[src/rtl/seg_pkg.sv]
// Shared types and constants for the seven-segment scan driver.
// Segment vectors are active-low and ordered {g,f,e,d,c,b,a}.
package seg_pkg;

  typedef logic [6:0] seg_t;

  // All segments dark.
  localparam seg_t SEG_BLANK = 7'h7F;

  // Active-low hex glyphs 0..F.
  localparam seg_t HEX_GLYPH [16] = '{
    7'h40, 7'h79, 7'h24, 7'h30,
    7'h19, 7'h12, 7'h02, 7'h78,
    7'h00, 7'h10, 7'h08, 7'h03,
    7'h46, 7'h21, 7'h06, 7'h0E
  };

endpackage

[src/rtl/hex_to_seg.sv]
// Combinational hex nibble to active-low seven-segment glyph lookup.
module hex_to_seg
  import seg_pkg::*;
(
  input  logic [3:0] nibble,
  output seg_t       seg
);

  assign seg = HEX_GLYPH[nibble];

endmodule

[src/rtl/seven_seg_scan_driver.sv]
// Time-multiplexed common-anode seven-segment driver with per-digit enable,
// leading-zero blanking, PWM brightness and frame-synchronous data commit.
module seven_seg_scan_driver
  import seg_pkg::*;
#(
  parameter int NUM_DIGITS  = 4,
  parameter int CLK_FREQ_HZ = 100_000_000,
  parameter int REFRESH_HZ  = 1000
) (
  input  logic                      clk,
  input  logic                      rst,
  input  logic                      load,
  input  logic [4*NUM_DIGITS-1:0]   data,
  input  logic [NUM_DIGITS-1:0]     dp_in,
  input  logic [NUM_DIGITS-1:0]     en,
  input  logic                      blank_lz,
  input  logic [3:0]                bright,
  output logic [6:0]                seg,
  output logic                      dp,
  output logic [NUM_DIGITS-1:0]     an,
  output logic                      frame,
  output logic                      pend
);

  localparam int TICKS = CLK_FREQ_HZ / (REFRESH_HZ * NUM_DIGITS);
  localparam int TW    = (TICKS > 1) ? $clog2(TICKS) : 1;
  localparam int DW    = (NUM_DIGITS > 1) ? $clog2(NUM_DIGITS) : 1;

  localparam logic [TW-1:0] TICK_LAST  = TW'(TICKS - 1);
  localparam logic [DW-1:0] DIGIT_LAST = DW'(NUM_DIGITS - 1);

  // Scan position
  logic [TW-1:0]             tick_cnt_r;
  logic [DW-1:0]             digit_idx_r;

  // Displayed (active) and waiting (pending) buffers
  logic [4*NUM_DIGITS-1:0]   active_data_r;
  logic [NUM_DIGITS-1:0]     active_dp_r;
  logic [4*NUM_DIGITS-1:0]   pend_data_r;
  logic [NUM_DIGITS-1:0]     pend_dp_r;
  logic                      pend_r;
  logic                      frame_r;

  // Registered pin drive
  seg_t                      seg_r;
  logic                      dp_r;
  logic [NUM_DIGITS-1:0]     an_r;

  // Combinational helpers
  logic                      tick_last_s;
  logic                      boundary_s;
  logic                      commit_s;
  logic [31:0]               on_ticks_s;
  logic                      pwm_on_s;
  logic [NUM_DIGITS-1:0]     blank_mask_s;
  logic [3:0]                nibble_s;
  seg_t                      glyph_s;
  logic                      lit_s;
  seg_t                      seg_next_s;
  logic                      dp_next_s;
  logic [NUM_DIGITS-1:0]     an_next_s;

  hex_to_seg u_hex_to_seg (
    .nibble (nibble_s),
    .seg    (glyph_s)
  );

  // Frame boundary detection and commit decision.
  always_comb begin
    tick_last_s = (tick_cnt_r == TICK_LAST);
    boundary_s  = tick_last_s && (digit_idx_r == DIGIT_LAST);
    commit_s    = boundary_s && pend_r;
  end

  // Brightness window, leading-zero mask and current digit drive.
  always_comb begin
    on_ticks_s = (32'(TICKS) * (32'(bright) + 32'd1)) >> 32'd4;
    pwm_on_s   = (32'(tick_cnt_r) < on_ticks_s);

    // A digit is blanked when it and every more-significant nibble is zero;
    // digit 0 always stays visible so a value of zero still shows "0".
    blank_mask_s = '0;
    for (int k = 1; k < NUM_DIGITS; k++) begin
      if (blank_lz && ((active_data_r >> (32'd4 * 32'(k))) == '0)) begin
        blank_mask_s[k] = 1'b1;
      end else begin
        blank_mask_s[k] = 1'b0;
      end
    end

    nibble_s = active_data_r[{digit_idx_r, 2'b00} +: 4];
    lit_s    = en[digit_idx_r] && !blank_mask_s[digit_idx_r] && pwm_on_s;

    for (int k = 0; k < NUM_DIGITS; k++) begin
      an_next_s[k] = !(lit_s && (digit_idx_r == DW'(k)));
    end

    if (lit_s) begin
      seg_next_s = glyph_s;
      dp_next_s  = ~active_dp_r[digit_idx_r];
    end else begin
      seg_next_s = SEG_BLANK;
      dp_next_s  = 1'b1;
    end
  end

  // Tick and digit scan counters.
  always_ff @(posedge clk) begin
    if (rst) begin
      tick_cnt_r  <= '0;
      digit_idx_r <= '0;
    end else if (tick_last_s) begin
      tick_cnt_r <= '0;
      if (digit_idx_r == DIGIT_LAST) begin
        digit_idx_r <= '0;
      end else begin
        digit_idx_r <= digit_idx_r + DW'(1);
      end
    end else begin
      tick_cnt_r <= tick_cnt_r + TW'(1);
    end
  end

  // Pending capture and frame-synchronous commit into the active buffer.
  always_ff @(posedge clk) begin
    if (rst) begin
      active_data_r <= '0;
      active_dp_r   <= '0;
      pend_data_r   <= '0;
      pend_dp_r     <= '0;
      pend_r        <= 1'b0;
      frame_r       <= 1'b0;
    end else begin
      frame_r <= commit_s;
      if (commit_s) begin
        active_data_r <= pend_data_r;
        active_dp_r   <= pend_dp_r;
      end
      // A load on the boundary itself lands in pending after the old
      // value has been committed, so pend stays set for the next frame.
      if (load) begin
        pend_data_r <= data;
        pend_dp_r   <= dp_in;
        pend_r      <= 1'b1;
      end else if (commit_s) begin
        pend_r <= 1'b0;
      end
    end
  end

  // Registered segment, decimal point and anode outputs.
  always_ff @(posedge clk) begin
    if (rst) begin
      seg_r <= SEG_BLANK;
      dp_r  <= 1'b1;
      an_r  <= '1;
    end else begin
      seg_r <= seg_next_s;
      dp_r  <= dp_next_s;
      an_r  <= an_next_s;
    end
  end

  assign seg   = seg_r;
  assign dp    = dp_r;
  assign an    = an_r;
  assign frame = frame_r;
  assign pend  = pend_r;

endmodule
[config.mk]
export PLATFORM = sky130hd
export DESIGN_NAME = seven_seg_scan_driver
export DESIGN_NICKNAME = d
export VERILOG_FILES = /design/src/rtl/seg_pkg.sv /design/src/rtl/hex_to_seg.sv /design/src/rtl/seven_seg_scan_driver.sv
export SDC_FILE = /design/constraint.sdc
export NUM_CORES = 1
export LEC_CHECK = 0
export CAP_MARGIN = 0
export CORE_ASPECT_RATIO = 1.75
export CORE_MARGIN = 1
export CORE_UTILIZATION = 57
export DETAILED_ROUTE_END_ITERATION = 10
export MAX_ROUTING_LAYER = met4
export PLACE_DENSITY_LB_ADDON = 0.05
export SETUP_SLACK_MARGIN = 0.4
export SYNTH_ARGS = -nofsm -noshare
export SYNTH_HDL_FRONTEND = slang
export SYNTH_HIERARCHICAL = 1
export SYNTH_SLANG_ARGS = --single-unit
[constraint.sdc]
create_clock -name clk -period 4.5 [get_ports clk]
set_input_delay 0.45 -clock clk [delete_from_list [all_inputs] [get_ports clk]]
set_output_delay 0.45 -clock clk [all_outputs]
set_load 0.01 [all_outputs]
==> results.py, run 1 <==
metrics = {
    "placement": {
        "io_buffers": 45,
        "dp.cells": 596,
        "post-place-ws_ns": -0.297,
        "placedInstanceArea_um2": 4990,
        "gp_congestion": 0.903,
        "dp_hpwl_mm": 7.65,
    },
    "final_layout": {
        "diodes": 0,
        "final_layout_size_suffix_gt1_share_pct": 19.2,
        "n_fill_cell": 487,
        "regArea_um2": 1420,
        "fin_area_um2": 5600,
        "final_nets": 618,
        "multiInputGateArea_um2": 2920,
        "area_growth_pct": 31.1,
        "utilization_pct": 77.4,
        "finalNonFillerCells": 618,
    },
    "critical_path": {
        "startpoint_type": "primary input",
        "crit_path_end_kind": "flop",
        "cpPeakStageDelay_ns": 0.33,
        "cpMostUsedCell": "buf_4",
        "critPathBufInv": 7,
        "crit_type": "in2reg",
        "reg2reg_setup_slack_ns": 1.87,
        "crit_slowest_cell": "ha_2",
        "reg2reg_depth": 7,
        "crit_path_max_fanout": 6,
        "r2r_end": "seg[3]",
        "path_delay_family": "adder cells",
        "cp_cell_sequence": "buf_4, buf_6, nand3_2, xnor2_2, buf_6, inv_2, xnor2_4, ha_2, ha_4, ha_4, buf_4, and3b_2, o22ai_4, buf_4, xor2_1, ha_1, o21a_1, nor2_1, nor4_2, a21oi_2, buf_4, o211ai_1",
        "crit_required_ns": 4.70,
        "critPathArrivalTime_ns": 4.15,
        "timing.rr.start": "digit_idx_r[0]",
    },
    "drt": {
        "avgRoutedWirePerCell_um": 16.6,
        "drtIter0Drc": 213,
        "num_vias": 3513,
        "firstDrtPassIters": 4,
        "routed_wl_mm": 10.3,
        "vias_per_cell": 5.68,
        "drc": 0,
        "ant_nets": 0,
    },
    "outcome": {
        "status": "finished clean",
    },
    "synthesis": {
        "synthCells": 450,
        "ys.flop_type": "dfxtp_1",
        "netlist.area_leader.share_pct": 33.3,
        "postSynth.asyncResetShare_pct": 0,
        "yosysUniqueCellTypes": 49,
        "syn_area_um2": 4270,
        "avgSynthCellArea_um2": 9.49,
        "ys_top_cells_by_count": "75 x nor2_1, 71 x dfxtp_1, 58 x ha_1",
        "netlist_top_cells_area": "dfxtp_1 33%, ha_1 17%, mux2i_1 11%",
        "yosysWarnings": 6,
        "synth_seq_cells": 71,
        "synthesis.nets": 541,
        "synth_most_common_cell": "nor2_1",
        "synth.largest_area_cell": "dfxtp_1",
        "synth_edf_count": 0,
        "ys_seq_area_share_pct": 33.3,
    },
    "die": {
        "die_h_um": 116,
        "die_width_um": 67.4,
        "ioPinCount": 46,
        "dieArea_um2": 7850,
        "start_util_pct": 59.0,
        "rows": 41,
        "core-area_um2": 7230,
    },
    "clock_network": {
        "cts-root-buf": "clkbuf_16",
        "htreeDepth": 3,
        "cts_tree": "built",
        "cts_sinks": 71,
        "clockBufferDepth": 2,
        "clk_latency_ns": 0.33,
        "path_clk_slew_ns": 0.06,
        "cts_buffers": 9,
    },
    "global_route": {
        "grt_max_degree": 26,
        "grt_pass1_vias": 3432,
        "grtUsageTotal_pct": 28.5,
        "grt_pass1_wl_mm": 15.9,
        "grt_overflow_total": 0,
        "antenna_found_initial": 0,
    },
    "worst_hold_path": {
        "min_path_cells": 1,
        "worstHoldPathType": "reg2reg",
        "min_to": "tick_cnt_r[0]",
        "min_from": "tick_cnt_r[0]",
    },
    "sta": {
        "tns_ns": 0,
        "fin_hold_ws_ns": 0.472,
        "layout_min_cycle_time_ns": 3.95,
        "hold_viol": 0,
        "setup_ws_ns": 0.554,
        "worst_pin_slew_ns": 0.896,
        "finalMaxSlewViolations": 0,
        "setup_violations": 0,
        "slew_headroom_pct": 40.1,
        "clock_skew_ns": 0.00653,
        "fmax_mhz": 253,
        "rsz0062_at_grt": "no",
        "finalCritPeriodShare_pct": 87.7,
    },
    "power_and_ir_drop": {
        "power_mw": 1.87,
        "p_clk_share_pct": 37.9,
        "ir_drop_mv": 0.271,
        "power_switching_mw": 0.526,
        "pwr_density_cell_nw_per_um2": 335,
        "p_seq_share_pct": 35.0,
        "pwr-share-comb_pct": 27.1,
        "p_int_mw": 1.35,
        "leakagePower_nw": 2.48,
        "power.share.switching_pct": 28.1,
    },
    "flow_run": {
        "drv_cap": 0,
    },
}
-- power groups by stage --
stage | Sequential, mW | Clock (mW) | Combinational [mW]
floorplan | 0.669 | 0 | 0.241
global placement | 0.669 | 0 | 0.407
detailed placement | 0.670 | 0 | 0.420
CTS | 0.656 | 0.722 | 0.440
global route | 0.657 | 0.748 | 0.557
finish | 0.656 | 0.711 | 0.507
-- layout make-up --
cell class / instances / share of cell area, %
clock inverter: 7 / 1.39
inverter: 19 / 1.27
clock buffer: 9 / 4.02
sequential: 71 / 25.4
tap: 86 / 1.92
multi-input combinational: 340 / 52.1
timing repair buffer: 86 / 13.9
-- worst reg2reg max path: cells and delay by family (launching register included) --
kind                       cells  cell delay, ns
adders and majority gates      1            0.16
muxes                          2            1.13
AOI/OAI and AO/OA              1            0.11
buffers and inverters          2            0.22
and+or+nand+nor                1            0.21
DFF                            1            0.69
-- per-layer routing --
layer	GRT usage [%]	routed length [µm]	part of all wire [%]
met3	5.57	266	2.6
met4	17.6	538	5.2
met5	-	0	0
met1	27.0	3740	36
met2	51.0	5740	56
-- cell families after synthesis --
kind of cell    after synthesis  share of synthesized area [%]
buf+inv                      39                           4.37
flops                        71                           33.3
xor+xnor                     29                           5.95
fa+ha+maj                    59                           17.5
mux                          56                           15.2
simple gates                141                           15.4
compound gates               55                           8.32
-- layout by cell type (no fill, tap or decap), drive strengths merged, types with 2 or more instances in the layout --
cell type and count:
nor2 75, mux2i 49, nand2 16, clkinv 2, nor3b 2, xor2 15
nor3 11, and3 2, a21o 3, mux4 7, nor4 6, clkbuf 10
dfxtp 71, and4 2, nand2b 4, ha 58, xnor2 14, o21bai 2
nand3 8, o21ai 17, a21oi 14, o21a 4, buf 43, clkdlybuf4s50 41
o211ai 7, nand4 5, inv 22, and2 2, nor2b 2
-- how the worst max path moves through the flow --
stage,from,slack (ns),cells past startpoint,to
floorplan,bright[0],0.45,19,an[0]
global placement,bright[0],-0.16,20,an[2]
detailed placement,bright[0],-0.30,19,an[0]
CTS,bright[0],0.40,22,an[3]
global route,bright[1],0.31,22,an[2]
finish,bright[0],0.55,22,an[2]
-- repair_timing --
| action | 4_1_cts | 5_1_grt |
|---|---|---|
| hold buffers | 0 | 0 |
| buffers inserted | 3 | 2 |
| resized for setup | 18 | 40 |
| pin swaps | 5 | 15 |
| endpoints found under the setup margin | 12 | 12 |
| gates cloned | 1 | 0 |
-- registers in the layout, summed over array words and instances (netlist names) --
name / flops
active_data_r: 16
pend_data_r: 16
tick_cnt_r: 15
seg: 7
active_dp_r: 4
an: 4
pend_dp_r: 4
digit_idx_r: 2
dp: 1
frame: 1
pend: 1
No activity file was read; power rests on OpenSTA's default activity.
==> inputs of run 2 (changes only) <==
Settings changed: SYNTH_HIERARCHICAL 1 to default.
==> run 2 against run 1 <==
  * Synthesized cell count is 3.6% lower
  * Via count decreased by 1.3%
  * Clock skew shrank 0.0041 ns
  * First-iteration DRC count down 52%
  * Critical path depth stayed put
  * Design area is 2.3% lower
  * Critical endpoint is now seg[0]
  * Largest power group unchanged
==> results.py, run 2 <==
metrics = {
    "outcome": {
        "status": "finished clean",
    },
    "critical_path": {
        "reg2reg_setup_slack_ns": 2.04,
        "crit_path_end_kind": "flop",
        "crit_slowest_cell": "fa_1",
        "crit_path_max_fanout": 6,
        "crit_type": "in2reg",
        "cp_cell_sequence": "buf_8, ha_4, xor2_4, ha_4, inv_1, fa_1, buf_4, buf_4, and3b_1, o221ai_4, a21o_1, a21oi_2, o21ai_2, xor2_1, ha_1, nand4_1, nor2_2, o2111ai_1, a21oi_1, o211ai_1, buf_4, o211ai_1",
        "cpPeakStageDelay_ns": 0.45,
        "critPathLaunch": "bright[0]",
        "critPathBufInv": 5,
        "timing.rr.start": "digit_idx_r[0]",
        "critPathArrivalTime_ns": 4.50,
        "startpoint_type": "primary input",
        "reg2reg_depth": 6,
        "cpMostUsedCell": "buf_4",
        "path_delay_family": "adder cells",
        "r2r_end": "seg[3]",
        "crit_required_ns": 4.76,
    },
    "sta": {
        "slew_headroom_pct": 19.7,
        "layout_min_cycle_time_ns": 4.24,
        "setup_ws_ns": 0.255,
        "clock_skew_ns": 0.00245,
        "hold_viol": 0,
        "setup_violations": 0,
        "finalCritPeriodShare_pct": 94.3,
        "worst_pin_slew_ns": 1.20,
        "fmax_mhz": 236,
        "fin_hold_ws_ns": 0.489,
        "rsz0062_at_grt": "yes",
        "finalMaxSlewViolations": 0,
    },
    "placement": {
        "dp.cells": 576,
        "io_buffers": 45,
        "post-place-ws_ns": -0.592,
        "gp_congestion": 0.884,
        "dp_hpwl_mm": 7.57,
    },
    "die": {
        "rows": 40,
        "die_width_um": 66.3,
        "dieArea_um2": 7600,
        "core-area_um2": 6960,
        "die_h_um": 115,
        "start_util_pct": 59.3,
        "ioPinCount": 46,
    },
    "synthesis": {
        "synthesis.nets": 524,
        "syn_area_um2": 4130,
        "ys_seq_area_share_pct": 34.4,
        "postSynth.asyncResetShare_pct": 0,
        "synth.largest_area_cell": "dfxtp_1",
        "ys.flop_type": "dfxtp_1",
        "synth_edf_count": 0,
        "netlist.area_leader.share_pct": 34.4,
        "yosysWarnings": 0,
        "yosysUniqueCellTypes": 50,
        "netlist_top_cells_area": "dfxtp_1 34%, ha_1 17%, mux2i_1 10%",
        "avgSynthCellArea_um2": 9.51,
        "ys_top_cells_by_count": "71 x dfxtp_1, 71 x nor2_1, 57 x ha_1",
        "synth_seq_cells": 71,
        "synthCells": 434,
    },
    "final_layout": {
        "layout_commonest_cell": "dfxtp_1",
        "final_cell_mix": "71 x dfxtp_1, 70 x nor2_1, 46 x ha_1",
        "final_nets": 601,
        "regArea_um2": 1420,
        "final_layout_size_suffix_gt1_share_pct": 18.6,
        "multiInputGateArea_um2": 2810,
        "area_growth_pct": 32.5,
        "diodes": 0,
        "top_regs": "active_data_r x16, pend_data_r x16, tick_cnt_r x15",
        "finalNonFillerCells": 600,
        "n_fill_cell": 480,
    },
    "power_and_ir_drop": {
        "power_mw": 1.86,
        "ir_drop_mv": 0.298,
        "leakagePower_nw": 2.43,
        "pwr_density_cell_nw_per_um2": 340,
    },
    "global_route": {
        "grt_max_degree": 46,
        "grt_pass1_vias": 3629,
        "antenna_found_initial": 0,
        "grt_overflow_total": 0,
        "grtUsageTotal_pct": 30.5,
        "grt_pass1_wl_mm": 16.5,
    },
    "worst_hold_path": {
        "worstHoldPathType": "reg2reg",
        "min_to": "pend_dp_r[2]",
        "min_from": "pend_dp_r[2]",
        "min_path_cells": 2,
    },
    "drt": {
        "firstDrtPassIters": 4,
        "avgRoutedWirePerCell_um": 17.3,
        "ant_nets": 0,
        "drc": 0,
        "routed_wl_mm": 10.4,
        "vias_per_cell": 5.78,
        "drtIter0Drc": 102,
        "num_vias": 3468,
    },
    "clock_network": {
        "clk_latency_ns": 0.33,
        "path_clk_slew_ns": 0.05,
        "clockBufferDepth": 2,
        "htreeDepth": 3,
        "cts_buffers": 9,
        "cts_sinks": 71,
        "cts-root-buf": "clkbuf_16",
        "cts_tree": "built",
    },
    "flow_run": {
        "drv_cap": 0,
    },
}
-- run 2: final cells by class --
class	instances	area share, %
clock buffer	10	4.37
clock inverter	6	1.53
inverter	18	1.24
multi-input combinational	328	51.4
sequential	71	26.0
tap	84	1.92
timing repair buffer	83	13.5
-- run 2: layer usage --
metal  track usage [%]  vias to the layer above  share of wire, %
li1                  -                     1676                 -
met1              24.4                     1674                32
met2              56.3                       80                59
met3              7.37                       38               3.2
met4              23.4                        0               6.5
met5                 -                        -                 0
-- run 2: worst reg2reg max path, delay by kind of cell, from the launching register on --
family	cells	cell delay [ns]
flops	1	0.68
fa+ha+maj	1	0.14
buf+inv	2	0.20
mux	2	1.11
simple gates	1	0.17
-- run 2: how the worst max path moves through the flow --
stage                     endpoint  slack [ns]  depth (start not counted)
after floorplan             seg[2]        0.39                         22
after global placement       an[1]       -0.38                         22
after detailed placement    seg[5]       -0.59                         23
after CTS                   seg[5]        0.26                         22
after global routing        seg[5]        0.02                         22
final                       seg[0]        0.26                         22
-- run 2: cells by family (layout without fill, tap and decap cells) --
logic type                 count (synthesis)  after routing  synth area share, %
DFF                                       71             71                 34.4
buffers and inverters                     35            117                 3.67
muxes                                     51             51                 14.5
and+or+nand+nor                          135            135                 15.2
adders and majority gates                 58             58                 17.8
AOI/OAI and AO/OA                         58             58                 8.82
xor gates and xnor gates                  26             26                 5.52
-- run 2: stage by stage --
stage / instance area (µm²) / TNS, ns / utilization, %
detailed placement: 4920 / -6.68 / 70.7
global route: 5470 / 0 / 78.6
CTS: 5380 / 0 / 77.3
finish: 5470 / 0 / 78.6
floorplan: 4230 / 0 / -
global placement: 4920 / -4.40 / 70.7
-- run 2: timing repair --
item / 4_1_cts / 5_1_grt
hold buffers: 0 / 0
setup buffers: 5 / 2
endpoints found under the setup margin: 12 / 12
resized for setup: 34 / 13
pin swaps: 23 / 18
cloned: 1 / 0
-- run 2: where the power goes --
| part | switching [mW] | internal [mW] | leakage, nW |
|---|---|---|---|
| Clock | 0.256 | 0.497 | 0.162 |
| Sequential | 0.0107 | 0.646 | 0.579 |
| Combinational | 0.212 | 0.236 | 1.69 |
| Total | 0.479 | 1.38 | 2.43 |
==> inputs of run 3 (changes only) <==
Settings changed: ABC_AREA from default to 1.
==> run 3 against run 2 <==
  * Critical endpoint is now seg[5]
  * Via count is 18% higher
  * Worst setup slack better by 0.35 ns
  * Count of clock-buffer cells in the layout is 1 higher
==> results.py, run 3 <==
metrics = {
    "outcome": {
        "status": "finished clean",
    },
    "critical_path": {
        "crit_type": "in2reg",
        "reg2reg_setup_slack_ns": 2.04,
        "crit_path_max_fanout": 12,
        "crit_path_end_kind": "flop",
        "startpoint_type": "primary input",
        "critPathBufInv": 5,
        "critPathArrivalTime_ns": 4.11,
        "timing.rr.start": "digit_idx_r[0]",
        "critPathLaunch": "bright[0]",
        "cpPeakStageDelay_ns": 0.32,
        "path_delay_family": "adder cells",
        "cpMostUsedCell": "nand2_1",
        "crit_required_ns": 4.71,
        "crit_slowest_cell": "ha_1",
    },
    "final_layout": {
        "final_nets": 747,
        "final_cell_mix": "107 x nor2_1, 88 x nand2_1, 71 x dfxtp_1",
        "n_fill_cell": 558,
        "area_growth_pct": 25.6,
        "utilization_pct": 74.4,
        "diodes": 0,
        "final_layout_size_suffix_gt1_share_pct": 11.0,
        "layout_commonest_cell": "nor2_1",
        "top_regs": "active_data_r x16, pend_data_r x16, tick_cnt_r x15",
    },
    "synthesis": {
        "yosysUniqueCellTypes": 37,
        "synth.largest_area_cell": "dfxtp_1",
        "ys_seq_area_share_pct": 33.2,
        "synthesis.nets": 682,
        "avgSynthCellArea_um2": 7.24,
        "syn_area_um2": 4290,
        "synthCells": 592,
        "netlist_top_cells_area": "dfxtp_1 33%, ha_1 17%, nor2_1 9.5%",
        "postSynth.asyncResetShare_pct": 0,
        "synth_edf_count": 0,
        "ys_top_cells_by_count": "108 x nor2_1, 88 x nand2_1, 71 x dfxtp_1",
        "synth_seq_cells": 71,
        "synth_most_common_cell": "nor2_1",
        "netlist.area_leader.share_pct": 33.2,
        "ys.flop_type": "dfxtp_1",
        "yosysWarnings": 0,
    },
    "sta": {
        "finalCritPeriodShare_pct": 86.6,
        "setup_violations": 0,
        "hold_viol": 0,
        "slew_headroom_pct": 53.2,
        "fmax_mhz": 257,
        "layout_min_cycle_time_ns": 3.90,
        "clock_skew_ns": 0.00850,
        "worst_pin_slew_ns": 0.699,
        "rsz0062_at_grt": "no",
        "finalMaxSlewViolations": 0,
        "fin_hold_ws_ns": 0.450,
    },
    "die": {
        "start_util_pct": 59.2,
        "ioPinCount": 46,
        "die_width_um": 67.5,
        "dieArea_um2": 7880,
        "rows": 41,
        "die_h_um": 117,
        "core-area_um2": 7230,
    },
    "placement": {
        "io_buffers": 45,
        "dp_hpwl_mm": 8.30,
        "gp_congestion": 1.03,
    },
    "drt": {
        "drc": 0,
        "firstDrtPassIters": 4,
        "routed_wl_mm": 10.9,
        "avgRoutedWirePerCell_um": 14.6,
        "vias_per_cell": 5.47,
        "drtIter0Drc": 202,
        "num_vias": 4095,
        "ant_nets": 0,
    },
    "clock_network": {
        "cts_hold_buf": 0,
        "cts_sinks": 71,
        "cts-root-buf": "clkbuf_16",
        "htreeDepth": 3,
        "clk_latency_ns": 0.34,
        "cts_tree": "built",
        "path_clk_slew_ns": 0.06,
        "cts_buffers": 9,
        "clockBufferDepth": 2,
    },
    "global_route": {
        "grtUsageTotal_pct": 31.3,
        "antenna_found_initial": 0,
        "grt_pass1_vias": 3930,
        "grt_max_degree": 42,
        "grt_overflow_total": 0,
        "grt_pass1_wl_mm": 17.7,
    },
    "power_and_ir_drop": {
        "leakagePower_nw": 2.53,
        "pwr_density_cell_nw_per_um2": 332,
        "ir_drop_mv": 0.272,
        "power_switching_mw": 0.499,
        "pwr-share-comb_pct": 24.7,
        "power.share.switching_pct": 27.9,
        "p_int_mw": 1.29,
        "p_seq_share_pct": 36.7,
        "p_clk_share_pct": 38.6,
    },
    "worst_hold_path": {
        "min_from": "tick_cnt_r[0]",
        "worstHoldPathType": "reg2reg",
    },
    "flow_run": {
        "drv_cap": 0,
    },
}
run 3: cell count changes after synthesis, sizes merged, moves of 7 or more:
| cell | change |
|---|---|
| nor3 | +12 |
| nor2 | +38 |
| o21ai | +50 |
| mux4 | -7 |
| xor2 | -7 |
| inv | +45 |
| nand3 | +20 |
| a21oi | +9 |
| mux2i | -42 |
| nand2 | +71 |
run 3: area by class of cell:
type	count	area (µm²)	area share, %
well taps	86	108	2.00
inverters	63	236	4.39
repair buffers	74	686	12.7
multi-input cells	438	2640	49.1
clock inverters	5	58.8	1.09
flip-flops and latches	71	1420	26.4
clock buffers	11	233	4.32
run 3: final timing paths:
kind                    to  cells past startpoint
min          tick_cnt_r[0]                      1
max reg2reg         seg[0]                     10
min reg2reg  tick_cnt_r[0]                      1
max                 seg[5]                     27
run 3: metal layers:
layer  share of wire, %  global-route usage, %
met1                 35                   28.9
met2                 56                   56.2
met3                3.7                   6.93
met4                5.2                   18.9
met5                  0                      -
run 3: kinds of logic (layout without fill, tap and decap cells):
kind of cell | count (synthesis) | in the layout | share of synthesized area [%]
flops | 71 | 71 | 33.2
compound gates | 105 | 105 | 13.1
xor+xnor | 16 | 16 | 3.27
simple gates | 259 | 259 | 25.5
fa+ha+maj | 58 | 58 | 17.1
buf+inv | 83 | 153 | 7.85
run 3: through the flow:
stage	setup TNS [ns]	instances	instance area, µm²	worst slack [ns]	total power [mW]
floorplan	0	592	4290	0.522	0.901
global placement	-2.36	730	4970	-0.204	1.06
detailed placement	-3.36	730	4970	-0.294	1.07
CTS	0	748	5310	0.400	1.77
global route	0	748	5380	0.419	1.88
finish	0	748	5380	0.604	1.79
run 3: what timing repair did:
action                                  4_1_cts  5_1_grt
buffers inserted                              2        0
gates cloned                                  0        0
pin swaps                                     2        5
resized for setup                            10       26
endpoints found under the setup margin       12       12
run 3: power by group through the flow:
stage	clock network [mW]	logic (mW)	registers (mW)
2_1_floorplan	0	0.230	0.670
3_3_place_gp	0	0.389	0.671
3_5_place_dp	0	0.403	0.671
4_1_cts	0.697	0.419	0.657
5_1_grt	0.731	0.488	0.659
6_report	0.690	0.442	0.657
